`src/rtl/boot_ctrl_pkg.sv`:
```
// Shared types and constants for the boot/run controller: FSM states,
// registered control-flag bundle and the riscv-tests exit syscall number.
package boot_ctrl_pkg;

    typedef enum logic [2:0] {
        IDLE,
        LOAD,
        HOLD,
        RUN,
        DONE
    } state_t;

    // Every single-bit output of the controller, registered together.
    typedef struct packed {
        logic load_ready;
        logic cpu_reset;
        logic mem_en;
        logic busy;
        logic done;
        logic pass;
        logic timeout;
        logic load_err;
    } ctrl_flags_t;

    localparam ctrl_flags_t FLAGS_RESET = '{cpu_reset: 1'b1, default: 1'b0};

    localparam int RISCV_EXIT_SYSCALL = 93;
    localparam int WORD_SHIFT         = 2;

endpackage

```
`src/rtl/boot_run_controller_if.sv`:
```
// Bus between host/loader, boot_run_controller and the processor preload port.
// master = controller side, slave = host/processor side.
interface boot_run_controller_if #(
    parameter int WIDTH = 32,
    parameter int CNT_W = 32
);
    logic             start;
    logic             load_valid;
    logic             load_ready;
    logic [WIDTH-1:0] load_data;
    logic             load_last;
    logic [WIDTH-1:0] expected_a0;
    logic [WIDTH-1:0] a0;
    logic [WIDTH-1:0] gp;
    logic [WIDTH-1:0] a7;
    logic             cpu_reset;
    logic             mem_en;
    logic [WIDTH-1:0] mem_addr;
    logic [WIDTH-1:0] mem_data;
    logic             busy;
    logic             done;
    logic             pass;
    logic             timeout;
    logic             load_err;
    logic [CNT_W-1:0] cycle_count;

    modport master (
        input  start, load_valid, load_data, load_last, expected_a0, a0, gp, a7,
        output load_ready, cpu_reset, mem_en, mem_addr, mem_data,
               busy, done, pass, timeout, load_err, cycle_count
    );

    modport slave (
        output start, load_valid, load_data, load_last, expected_a0, a0, gp, a7,
        input  load_ready, cpu_reset, mem_en, mem_addr, mem_data,
               busy, done, pass, timeout, load_err, cycle_count
    );
endinterface

```
`src/rtl/boot_run_controller_run_monitor.sv`:
```
// Run-phase monitor: saturating run-cycle counter, timeout compare and
// pass/fail criterion (a0 match by default, riscv-tests exit if RISCV_TESTS_EN).
module run_monitor
    import boot_ctrl_pkg::*;
#(
    parameter int WIDTH          = 32,
    parameter int CNT_W          = 32,
    parameter int TIMEOUT_CYCLES = 5000
) (
    input  logic             clock,
    input  logic             reset,
    input  logic             i_clear,
    input  logic             i_run,
    input  logic [WIDTH-1:0] i_expected_a0,
    input  logic [WIDTH-1:0] i_a0,
    input  logic [WIDTH-1:0] i_gp,
    input  logic [WIDTH-1:0] i_a7,
    output logic [CNT_W-1:0] o_count,
    output logic             o_pass_hit,
    output logic             o_fail_hit,
    output logic             o_timeout_hit
);

    logic [CNT_W-1:0] r_count;
    logic [CNT_W-1:0] w_count_next;

    assign w_count_next = (r_count == '1) ? r_count : r_count + CNT_W'(1);

    // NOTE: state is updated with non-blocking assignments so every flop
    // samples pre-edge values regardless of process evaluation order.
    always_ff @(posedge clock or posedge reset) begin
        if (reset) begin
            r_count <= '0;
        end else if (i_clear) begin
            r_count <= '0;
        end else if (i_run) begin
            r_count <= w_count_next;
        end
    end

    assign o_count       = r_count;
    // Compared against the post-increment value so DONE reports exactly TIMEOUT_CYCLES.
    assign o_timeout_hit = i_run && (w_count_next == CNT_W'(TIMEOUT_CYCLES));

`ifdef RISCV_TESTS_EN
    logic w_exit_call;
    logic w_unused_inputs;

    assign w_exit_call     = (i_a7 == WIDTH'(RISCV_EXIT_SYSCALL));
    assign o_pass_hit      = i_run && w_exit_call && (i_gp == WIDTH'(1));
    assign o_fail_hit      = i_run && w_exit_call && (i_gp != WIDTH'(1));
    assign w_unused_inputs = ^{i_expected_a0, i_a0};
`else
    logic [WIDTH-1:0] r_expected_a0;
    logic             w_unused_inputs;

    always_ff @(posedge clock or posedge reset) begin
        if (reset) begin
            r_expected_a0 <= '0;
        end else if (i_clear) begin
            r_expected_a0 <= i_expected_a0;
        end
    end

    assign o_pass_hit      = i_run && (i_a0 == r_expected_a0);
    assign o_fail_hit      = 1'b0;
    assign w_unused_inputs = ^{i_gp, i_a7};
`endif

endmodule

```
`src/rtl/boot_run_controller.sv`:
```
// Load/hold/run sequencer for the 2-stage core: preloads memory, releases reset,
// and reports PASS/FAIL/TIMEOUT. Optional riscv-tests exit check: RISCV_TESTS_EN.
module boot_run_controller
    import boot_ctrl_pkg::*;
#(
    parameter int WIDTH          = 32,
    parameter int MEM_WORDS      = 1024,
    parameter int RESET_HOLD     = 2,
    parameter int TIMEOUT_CYCLES = 5000,
    parameter int CNT_W          = 32
) (
    input logic                   clock,
    input logic                   reset,
    boot_run_controller_if.master bus
);

    localparam int IDX_W  = $clog2(MEM_WORDS + 1);
    localparam int HOLD_W = (RESET_HOLD > 1) ? $clog2(RESET_HOLD) : 1;

    state_t            r_state, w_state_next;
    ctrl_flags_t       r_flags, w_flags_next;
    logic [IDX_W-1:0]  r_index, w_index_next;
    logic [HOLD_W-1:0] r_hold_cnt, w_hold_cnt_next;
    logic              r_draining, w_draining_next;
    logic [WIDTH-1:0]  r_mem_addr, w_mem_addr_next;
    logic [WIDTH-1:0]  r_mem_data, w_mem_data_next;

    logic w_accept;
    logic w_start_ok;
    logic w_pass_hit;
    logic w_fail_hit;
    logic w_timeout_hit;

    assign w_accept   = bus.load_valid && r_flags.load_ready;
    assign w_start_ok = bus.start && ((r_state == IDLE) || (r_state == DONE));

    run_monitor #(
        .WIDTH          (WIDTH),
        .CNT_W          (CNT_W),
        .TIMEOUT_CYCLES (TIMEOUT_CYCLES)
    ) u_run_monitor (
        .clock          (clock),
        .reset          (reset),
        .i_clear        (w_start_ok),
        .i_run          (r_state == RUN),
        .i_expected_a0  (bus.expected_a0),
        .i_a0           (bus.a0),
        .i_gp           (bus.gp),
        .i_a7           (bus.a7),
        .o_count        (bus.cycle_count),
        .o_pass_hit     (w_pass_hit),
        .o_fail_hit     (w_fail_hit),
        .o_timeout_hit  (w_timeout_hit)
    );

    always_ff @(posedge clock or posedge reset) begin
        if (reset) begin
            r_state    <= IDLE;
            r_flags    <= FLAGS_RESET;
            r_index    <= '0;
            r_hold_cnt <= '0;
            r_draining <= 1'b0;
            r_mem_addr <= '0;
            r_mem_data <= '0;
        end else begin
            r_state    <= w_state_next;
            r_flags    <= w_flags_next;
            r_index    <= w_index_next;
            r_hold_cnt <= w_hold_cnt_next;
            r_draining <= w_draining_next;
            r_mem_addr <= w_mem_addr_next;
            r_mem_data <= w_mem_data_next;
        end
    end

    // NOTE: every signal assigned here gets its default first, so no path
    // through the case leaves a value unassigned and infers a latch.
    always_comb begin
        w_state_next        = r_state;
        w_flags_next        = r_flags;
        w_flags_next.mem_en = 1'b0;
        w_index_next        = r_index;
        w_hold_cnt_next     = r_hold_cnt;
        w_draining_next     = r_draining;
        w_mem_addr_next     = r_mem_addr;
        w_mem_data_next     = r_mem_data;

        case (r_state)
            IDLE, DONE: begin
                if (bus.start) begin
                    w_state_next          = LOAD;
                    w_index_next          = '0;
                    w_draining_next       = 1'b0;
                    w_flags_next.pass     = 1'b0;
                    w_flags_next.timeout  = 1'b0;
                    w_flags_next.load_err = 1'b0;
                end
            end
            LOAD: begin
                // r_draining marks the cycle in which the last word's write is on the port.
                if (r_draining) begin
                    w_state_next    = HOLD;
                    w_hold_cnt_next = '0;
                end else if (w_accept) begin
                    if (r_index == IDX_W'(MEM_WORDS)) begin
                        w_flags_next.load_err = 1'b1;
                        w_state_next          = DONE;
                    end else begin
                        w_flags_next.mem_en = 1'b1;
                        w_mem_addr_next     = WIDTH'(r_index) << WORD_SHIFT;
                        w_mem_data_next     = bus.load_data;
                        w_index_next        = r_index + IDX_W'(1);
                        w_draining_next     = bus.load_last;
                    end
                end
            end
            HOLD: begin
                if (r_hold_cnt == HOLD_W'(RESET_HOLD - 1)) begin
                    w_state_next = RUN;
                end else begin
                    w_hold_cnt_next = r_hold_cnt + HOLD_W'(1);
                end
            end
            RUN: begin
                if (w_pass_hit) begin
                    w_flags_next.pass = 1'b1;
                    w_state_next      = DONE;
                end else if (w_fail_hit) begin
                    w_state_next = DONE;
                end else if (w_timeout_hit) begin
                    w_flags_next.timeout = 1'b1;
                    w_state_next         = DONE;
                end
            end
            default: w_state_next = IDLE;
        endcase

        w_flags_next.load_ready = (w_state_next == LOAD) && !w_draining_next;
        w_flags_next.cpu_reset  = (w_state_next != RUN);
        w_flags_next.busy       = (w_state_next == LOAD) || (w_state_next == HOLD) ||
                                  (w_state_next == RUN);
        w_flags_next.done       = (w_state_next == DONE);
    end

    assign bus.load_ready = r_flags.load_ready;
    assign bus.cpu_reset  = r_flags.cpu_reset;
    assign bus.mem_en     = r_flags.mem_en;
    assign bus.mem_addr   = r_mem_addr;
    assign bus.mem_data   = r_mem_data;
    assign bus.busy       = r_flags.busy;
    assign bus.done       = r_flags.done;
    assign bus.pass       = r_flags.pass;
    assign bus.timeout    = r_flags.timeout;
    assign bus.load_err   = r_flags.load_err;

endmodule

```
`src/flat_wrapper.sv`:
```
// flat-port wrapper written by rule: the top's interface ports become plain ports
module boot_run_controller_flat import boot_ctrl_pkg::*;
#(
    parameter int WIDTH          = 32,
    parameter int MEM_WORDS      = 1024,
    parameter int RESET_HOLD     = 2,
    parameter int TIMEOUT_CYCLES = 5000,
    parameter int CNT_W          = 32
)
  (clock, reset, bus_start, bus_load_valid, bus_load_data, bus_load_last, bus_expected_a0, bus_a0, bus_gp, bus_a7, bus_load_ready, bus_cpu_reset, bus_mem_en, bus_mem_addr, bus_mem_data, bus_busy, bus_done, bus_pass, bus_timeout, bus_load_err, bus_cycle_count);
  boot_run_controller_if #(.WIDTH(WIDTH), .CNT_W(CNT_W)) bus_i ();
  input logic clock;
  input logic reset;
  input wire logic [$bits(bus_i.start)-1:0] bus_start;
  input wire logic [$bits(bus_i.load_valid)-1:0] bus_load_valid;
  input wire logic [$bits(bus_i.load_data)-1:0] bus_load_data;
  input wire logic [$bits(bus_i.load_last)-1:0] bus_load_last;
  input wire logic [$bits(bus_i.expected_a0)-1:0] bus_expected_a0;
  input wire logic [$bits(bus_i.a0)-1:0] bus_a0;
  input wire logic [$bits(bus_i.gp)-1:0] bus_gp;
  input wire logic [$bits(bus_i.a7)-1:0] bus_a7;
  output wire logic [$bits(bus_i.load_ready)-1:0] bus_load_ready;
  output wire logic [$bits(bus_i.cpu_reset)-1:0] bus_cpu_reset;
  output wire logic [$bits(bus_i.mem_en)-1:0] bus_mem_en;
  output wire logic [$bits(bus_i.mem_addr)-1:0] bus_mem_addr;
  output wire logic [$bits(bus_i.mem_data)-1:0] bus_mem_data;
  output wire logic [$bits(bus_i.busy)-1:0] bus_busy;
  output wire logic [$bits(bus_i.done)-1:0] bus_done;
  output wire logic [$bits(bus_i.pass)-1:0] bus_pass;
  output wire logic [$bits(bus_i.timeout)-1:0] bus_timeout;
  output wire logic [$bits(bus_i.load_err)-1:0] bus_load_err;
  output wire logic [$bits(bus_i.cycle_count)-1:0] bus_cycle_count;
  assign bus_i.start = bus_start;
  assign bus_i.load_valid = bus_load_valid;
  assign bus_i.load_data = bus_load_data;
  assign bus_i.load_last = bus_load_last;
  assign bus_i.expected_a0 = bus_expected_a0;
  assign bus_i.a0 = bus_a0;
  assign bus_i.gp = bus_gp;
  assign bus_i.a7 = bus_a7;
  assign bus_load_ready = bus_i.load_ready;
  assign bus_cpu_reset = bus_i.cpu_reset;
  assign bus_mem_en = bus_i.mem_en;
  assign bus_mem_addr = bus_i.mem_addr;
  assign bus_mem_data = bus_i.mem_data;
  assign bus_busy = bus_i.busy;
  assign bus_done = bus_i.done;
  assign bus_pass = bus_i.pass;
  assign bus_timeout = bus_i.timeout;
  assign bus_load_err = bus_i.load_err;
  assign bus_cycle_count = bus_i.cycle_count;
  boot_run_controller #(.WIDTH(WIDTH), .MEM_WORDS(MEM_WORDS), .RESET_HOLD(RESET_HOLD), .TIMEOUT_CYCLES(TIMEOUT_CYCLES), .CNT_W(CNT_W)) u_core (.clock(clock), .reset(reset), .bus(bus_i));
endmodule
```
`config.mk`:
```
export PLATFORM = sky130hd
export DESIGN_NAME = boot_run_controller_flat
export DESIGN_NICKNAME = d
export VERILOG_FILES = /design/src/rtl/boot_ctrl_pkg.sv /design/src/rtl/boot_run_controller_if.sv /design/src/rtl/boot_run_controller_run_monitor.sv /design/src/rtl/boot_run_controller.sv /design/src/flat_wrapper.sv
export SDC_FILE = /design/constraint.sdc
export NUM_CORES = 1
export LEC_CHECK = 0
export BUFFER_PORTS_ARGS = -buffer_cell sky130_fd_sc_hd__buf_2
export CAP_MARGIN = 10
export CORE_MARGIN = 8
export CORE_UTILIZATION = 50
export DETAILED_ROUTE_END_ITERATION = 16
export MAX_ROUTING_LAYER = met4
export PLACE_DENSITY = 0.92
export SYNTH_ARGS = -nofsm -noshare
export SYNTH_HDL_FRONTEND = slang
export SYNTH_HIERARCHICAL = 1
export SYNTH_SLANG_ARGS = --single-unit
```
`constraint.sdc`:
```
create_clock -name clock -period 4.45 [get_ports clock]
set_clock_uncertainty 0.1 [all_clocks]
set_input_delay 0.2225 -clock clock [delete_from_list [all_inputs] [get_ports clock]]
set_output_delay 0.2225 -clock clock [all_outputs]
set_load 0.005 [all_outputs]
```
==> run_results.csv, run 1 <==
group,metric,value,unit
run_status,status,"finished clean",
timing,setup_tns,0,ns
yosys,muxShareOfSynthArea,14.10,%
timing,fin_crit_sh,88.30,%
timing,maxSlewHeadroom,22.63,%
worst_hold_path,hold_class,"primary input to flop",
clocking,cts-resized-gates,0,
yosys,netlist_area,7073,um^2
setup_path,crit_top_cell,"o21ai_0",
grt,antenna_found_initial,1,
yosys,synth.distinct_cells,74,
setup_path,start_kind,"flop",
setup_path,path_class,"flop to flop",
yosys,yosys.cell_count.top_type,"dfrtp_1",
clocking,clockRootBuffer,"clkbuf_16",
yosys,synthTopCellsByArea,"dfrtp_1 (46%), mux2_4 (8.1%), xnor2_1 (6.3%)",
floorplan,initial_core_util,51.15,%
placed_design,gp_congestion,0.9083,
timing,fmax,0.2545,GHz
setup_path,critPathArrivalTime,4.06,ns
placed_design,post_dp_cell_area,7973,um^2
yosys,synth_async_sr_flop_share,100.0,%
timing,slew_violations,0,
clocking,cts_buffers,17,
detailed_routing,wl,19640,um
detailed_routing,firstDrtPassIters,5,
layout,final_area,9210,um^2
clocking,cts_buffer_depth,2,
timing,tightest_slew,1.159,ns
setup_path,critical_path_required,4.58,ns
clocking,cts_setup_buffers,0,
yosys,synth-edff-count,0,
placed_design,hpwl,12990,um
setup_path,crit_buf_inv,0,
clocking,cts-hold-fix-buffers,65,
detailed_routing,via_count,5592,
job,max-cap-violations,0,
setup_path,critical-path-slowest-cell,"or4_4",
layout,drive_above_1_share,37.53,%
detailed_routing,first_iter_violations,482,
yosys,synth_top_flop_cell,"dfrtp_1",
yosys,synth_compound_area_share,5.502,%
grt,grt_max_degree,68,
timing,finalCriticalPeriod,3.930,ns
layout,seq_area,3279,um^2
yosys,synth_top_area_share,45.99,%
detailed_routing,viasPerCell,5.300,
grt,grt_pass1_wl,31030,um
layout,final_nets,1030,
layout,syn_to_final_growth,30.21,%
yosys,synth_cells,620,
floorplan,core-area,13830,um^2
detailed_routing,postRouteAntennaNets,0,
layout,multiInputGateArea,3453,um^2
clocking,cts_sinks,131,
timing,hold_viol,0,
yosys,synthSimpleGateAreaFrac,17.62,%
timing,setup_violations,0,
timing,rsz0062_at_grt,"false",
clocking,clkTransAtPathRegs,0.06,ns
detailed_routing,drc,0,
yosys,yosysTopAreaCell,"dfrtp_1",
floorplan,die_w,134.9,um
grt,grt_overflow,0,
yosys,yosysSeqAreaShare,46.36,%
setup_path,path_cells,"ha_1 > nand2_1 > or4_4 > nor4_2 > xnor2_1 > o21ai_0 > nor4_1 > and4b_1 > nor4b_1 > o21ai_0 > nand4_1",
clocking,cts_tree,"yes",
clocking,htreeDepth,4,
grt,grt_pass1_vias,5746,
yosys,synth_fa_ha_area_share,0.5307,%
floorplan,die-area,18210,um^2
power_and_ir_drop,vdd_drop_max,347.5,uV
power_and_ir_drop,power_density,496.9,nW/um^2
detailed_routing,route.detailed.wl_per_inst,18.62,um
setup_path,cp_max_fo,9,
floorplan,fp.dieH,134.9,um
yosys,yosysWarningCount,6,
setup_path,crit_path_max_incr_delay,0.60,ns
setup_path,endpoint_kind,"flop",
clocking,clock_latency,0.42,ns
floorplan,pin_count,269,
setup_path,cpLargestDelayFamily,"simple AND/OR/NAND/NOR gates",
floorplan,rows,43,
yosys,synth_commonest_cells,"dfrtp_1 (130), nor2_1 (51), xnor2_1 (51)",
yosys,synth_xor_area_share,9.906,%
layout,nFillCells,1013,
power_and_ir_drop,leakagePower,4.315,nW
yosys,synth_top_family_by_area,"simple AND/OR/NAND/NOR gates",
placed_design,portBuffers,183,
yosys,yosys_register_bits,131,
yosys,avgSynthCellArea,11.41,um^2
grt,grt_usage,22.18,%
cell usage in the layout, fill, tap and decap left out, types with 4 or more instances in the layout:
| master | Yosys | final |
|---|---|---|
| xnor2_1 | 51 | 51 |
| dfrtp_1 | 130 | 130 |
| o21ai_0 | 8 | 8 |
| clkinvlp_4 | 0 | 4 |
| nor4_1 | 11 | 11 |
| nor4b_1 | 4 | 4 |
| or3_1 | 7 | 7 |
| mux2_4 | 38 | 38 |
| a31oi_1 | 4 | 4 |
| conb_1 | 2 | 22 |
| mux2_2 | 37 | 37 |
| a21oi_1 | 10 | 10 |
| buf_4 | 29 | 7 |
| xor2_1 | 29 | 29 |
| o31ai_1 | 4 | 4 |
| buf_2 | 6 | 183 |
| nand2_1 | 41 | 41 |
| and3_1 | 8 | 8 |
| nand4_1 | 25 | 25 |
| dlygate4sd3_1 | 0 | 65 |
| nand3_1 | 21 | 21 |
| nor3_1 | 9 | 9 |
| nor2_1 | 51 | 51 |
| inv_1 | 9 | 7 |
| clkbuf_16 | 0 | 17 |
layout make-up:
class	instances	share of cell area [%]
multi-input combinational	446	37.49
clock inverter	12	1.426
sequential	131	35.61
tap	180	2.445
inverter	11	0.5026
timing repair buffer	255	17.58
clock buffer	19	4.918
antenna	1	0.02717
per-stage QoR:
step / power (mW) / hold WS [ns] / worst slack [ns] / std cells / util [%]
6_report: 4.577 / 0.08688 / 0.5205 / 1055 / 66.61
3_3_place_gp: 3.066 / 0.3538 / 0.6702 / 958 / 57.66
2_1_floorplan: 2.716 / 0.2706 / 1.072 / 640 / -
5_1_grt: 4.804 / 0.1067 / 0.2775 / 1055 / 66.61
4_1_cts: 4.574 / 0.06605 / 0.5392 / 1054 / 66.59
3_5_place_dp: 3.139 / 0.3577 / 0.5452 / 958 / 57.66
worst reg2reg max path: cells and delay by family (launching register included):
kind,cells,cell delay [ns]
AO/OA/AOI/OAI,2,0.59
XOR/XNOR,1,0.15
adder cells (fa/ha/maj),1,0.39
flip-flops,1,0.47
AND/OR/NAND/NOR,7,2.05
where the power goes:
group / total (mW) / switching [mW] / internal, mW
combinational: 1.38 / 0.610 / 0.775
clock: 1.37 / 0.523 / 0.851
sequential: 1.82 / 0.266 / 1.55
total: 4.58 / 1.40 / 3.18
per-layer routing:
layer / up-vias / track usage (%) / part of all wire (%)
met5: - / - / 0
met4: 0 / 8.883 / 2.6
met3: 36 / 5.015 / 6.8
met2: 242 / 35.44 / 49
met1: 2684 / 26.78 / 42
li1: 2630 / - / -
state kept, by name (all words and copies together) (netlist names), 3 cells and up:
register	flops
u_core/bus.mem_addr	11
u_core/bus.mem_data	32
u_core/r_index	11
u_core/r_state	3
u_core/u_run_monitor/o_count	32
u_core/u_run_monitor/r_expected_a0	32
final timing paths:
path                       slack, ns                            start                                     end  cells past startpoint
min in group asynchronous       0.48                            reset  u_core/u_run_monitor/r_expected_a0[10]                      4
hold reg to reg                 0.39              u_core/bus.load_err                     u_core/bus.load_err                      2
max in group asynchronous       3.18                            reset   u_core/u_run_monitor/r_expected_a0[1]                      4
setup reg to reg                0.52  u_core/u_run_monitor/o_count[0]                         u_core/bus.busy                     11
setup / recovery                0.52  u_core/u_run_monitor/o_count[0]                         u_core/bus.busy                     11
hold / removal                  0.09                        bus_start                         u_core/bus.done                      4
cell families (layout without fill, tap and decap cells):
group | after synthesis | count (layout)
AOI/OAI and AO/OA | 50 | 50
xor gates and xnor gates | 80 | 80
adders and majority gates | 3 | 3
buffers and inverters | 63 | 297
DFF | 131 | 131
muxes | 76 | 76
other | 2 | 23
and+or+nand+nor | 215 | 215
(Power assumes the default switching activity.)
==> inputs of run 2 (changes only) <==
- CORE_UTILIZATION: 50 -> 41
- PLACE_DENSITY: 0.92 -> 0.8
==> run 2 against run 1 <==
Sequential cell count stayed put. Clock power is 8% higher. Non-clock buffer count stayed put. Critical path type unchanged. Critical endpoint is now u_core/bus.load_ready. Largest cell class unchanged. Largest power group unchanged. Highest routed layer unchanged.
==> run_results.csv, run 2 (synthesis results as in run 1) <==
group,metric,value,unit
timing,hold_viol,0,
timing,tightest_slew,0.8725,ns
clocking,clock_latency,0.41,ns
placed_design,post_dp_cell_area,8029,um^2
clocking,cts-resized-gates,0,
run_status,status,"finished clean",
placed_design,gp_congestion,0.8854,
placed_design,dp_worst_setup_slack,0.6288,ns
power_and_ir_drop,leakagePower,4.334,nW
detailed_routing,firstDrtPassIters,5,
timing,layout_setup_ws,0.5723,ns
placed_design,portBuffers,183,
grt,grt_pass1_vias,5808,
grt,grt_pass1_wl,32010,um
timing,finalCriticalPeriod,3.878,ns
setup_path,ff2ff_path_depth,13,
timing,setup_tns,0,ns
clocking,clockRootBuffer,"clkbuf_16",
floorplan,initial_core_util,41.47,%
worst_hold_path,hp-start,"bus_start",
layout,syn_to_final_growth,31.54,%
grt,grt_max_degree,68,
timing,fmax,0.2579,GHz
floorplan,die-area,21710,um^2
detailed_routing,route.detailed.wl_per_inst,17.86,um
clocking,cts_buffer_depth,2,
placed_design,hpwl,13010,um
power_and_ir_drop,power_density,502.2,nW/um^2
setup_path,rrSetupSlack,0.57,ns
detailed_routing,drc,0,
clocking,htreeDepth,4,
layout,final_nets,1030,
job,max-cap-violations,0,
timing,fin_worst_hold_slack,0.05253,ns
floorplan,core-area,17060,um^2
floorplan,pin_count,269,
floorplan,rows,48,
clocking,cts_tree,"yes",
floorplan,die_w,147.3,um
worst_hold_path,holdPathStages,4,
setup_path,critPathArrivalTime,4.09,ns
timing,maxSlewHeadroom,41.30,%
setup_path,rr_endpoint,"u_core/bus.load_ready",
grt,antenna_found_initial,1,
timing,rsz0062_at_grt,"false",
setup_path,path_class,"flop to flop",
layout,final_area,9304,um^2
layout,final_common_cell,"buf_2",
layout,drive_above_1_share,37.41,%
detailed_routing,via_count,5628,
detailed_routing,viasPerCell,5.116,
setup_path,endpoint_kind,"flop",
clocking,clkTransAtPathRegs,0.06,ns
timing,fin_crit_sh,87.14,%
worst_hold_path,whs_endpoint,"u_core/r_state[2]",
grt,grt_overflow,0,
power_and_ir_drop,power,4.672,mW
detailed_routing,first_iter_violations,338,
clocking,cts_buffers,17,
layout,final_cell_mix,"buf_2 (183), dfrtp_1 (130), dlygate4sd3_1 (65)",
setup_path,cp_max_fo,9,
detailed_routing,postRouteAntennaNets,0,
clocking,cts_setup_buffers,0,
power_and_ir_drop,vdd_drop_max,305.2,uV
setup_path,critical_path_required,4.66,ns
grt,grt_usage,18.85,%
worst_hold_path,hold_class,"primary input to flop",
floorplan,fp.dieH,147.3,um
clocking,cts_sinks,131,
timing,slew_violations,0,
timing,setup_violations,0,
detailed_routing,wl,19640,um
setup_path,start_kind,"flop",
setup_path,r2r-start,"u_core/u_run_monitor/o_count[0]",
run 2: metal layers:
layer  wire length (um)  track usage [%]
met2               9297            29.13
met1               8603            23.44
met5                  0                -
met4                246            5.405
met3               1495            5.783
run 2: where the power goes:
part	internal (mW)	switching [mW]	total, mW
Combinational	0.773	0.600	1.37
Sequential	1.55	0.262	1.81
Clock	0.952	0.532	1.48
run 2: final cells by class:
type / instances / area (um^2)
Fill cell: 1478 / 7752
Multi-Input combinational cell: 446 / 3453
Sequential cell: 131 / 3279
Timing Repair Buffer: 255 / 1619
Clock buffer: 19 / 442.9
Tap cell: 225 / 281.5
Clock inverter: 12 / 178.9
Inverter: 11 / 46.29
Antenna cell: 1 / 2.502
run 2: repair_timing:
item,in CTS,in global routing
hold buffers,65,0
endpoints found under the setup margin,0,0
hold endpoints to repair,115,0
run 2: how the worst max path moves through the flow:
| stage | from | end | slack, ns | depth (start not counted) |
|---|---|---|---|---|
| 2_1_floorplan | u_core/u_run_monitor/o_count[0] | u_core/bus.load_ready | 1.07 | 13 |
| 3_3_place_gp | u_core/u_run_monitor/o_count[0] | u_core/bus.load_ready | 0.65 | 12 |
| 3_5_place_dp | u_core/u_run_monitor/o_count[0] | u_core/bus.load_ready | 0.63 | 13 |
| 4_1_cts | u_core/u_run_monitor/o_count[0] | u_core/bus.load_ready | 0.61 | 12 |
| 5_1_grt | u_core/u_run_monitor/o_count[0] | u_core/bus.load_ready | 0.31 | 13 |
| 6_report | u_core/u_run_monitor/o_count[0] | u_core/bus.load_ready | 0.57 | 13 |
run 2: per-stage QoR:
step	cells	utilization [%]
floorplan	640	-
global placement	1003	47.07
detailed placement	1003	47.07
CTS	1099	54.53
global route	1100	54.55
finish	1100	54.55
run 2: worst max-delay path: stages (launching register included):
cell and delay [ns]:
dfrtp_1 0.47, ha_1 0.38, nand2_1 0.16, nor4_2 0.30, buf_4 0.20, nand3_2 0.14, and3_1 0.21, o311ai_1 0.37
nor4_1 0.11, and4b_1 0.27, nor4b_1 0.35, o21ai_0 0.24, o21a_1 0.22, a221oi_1 0.26
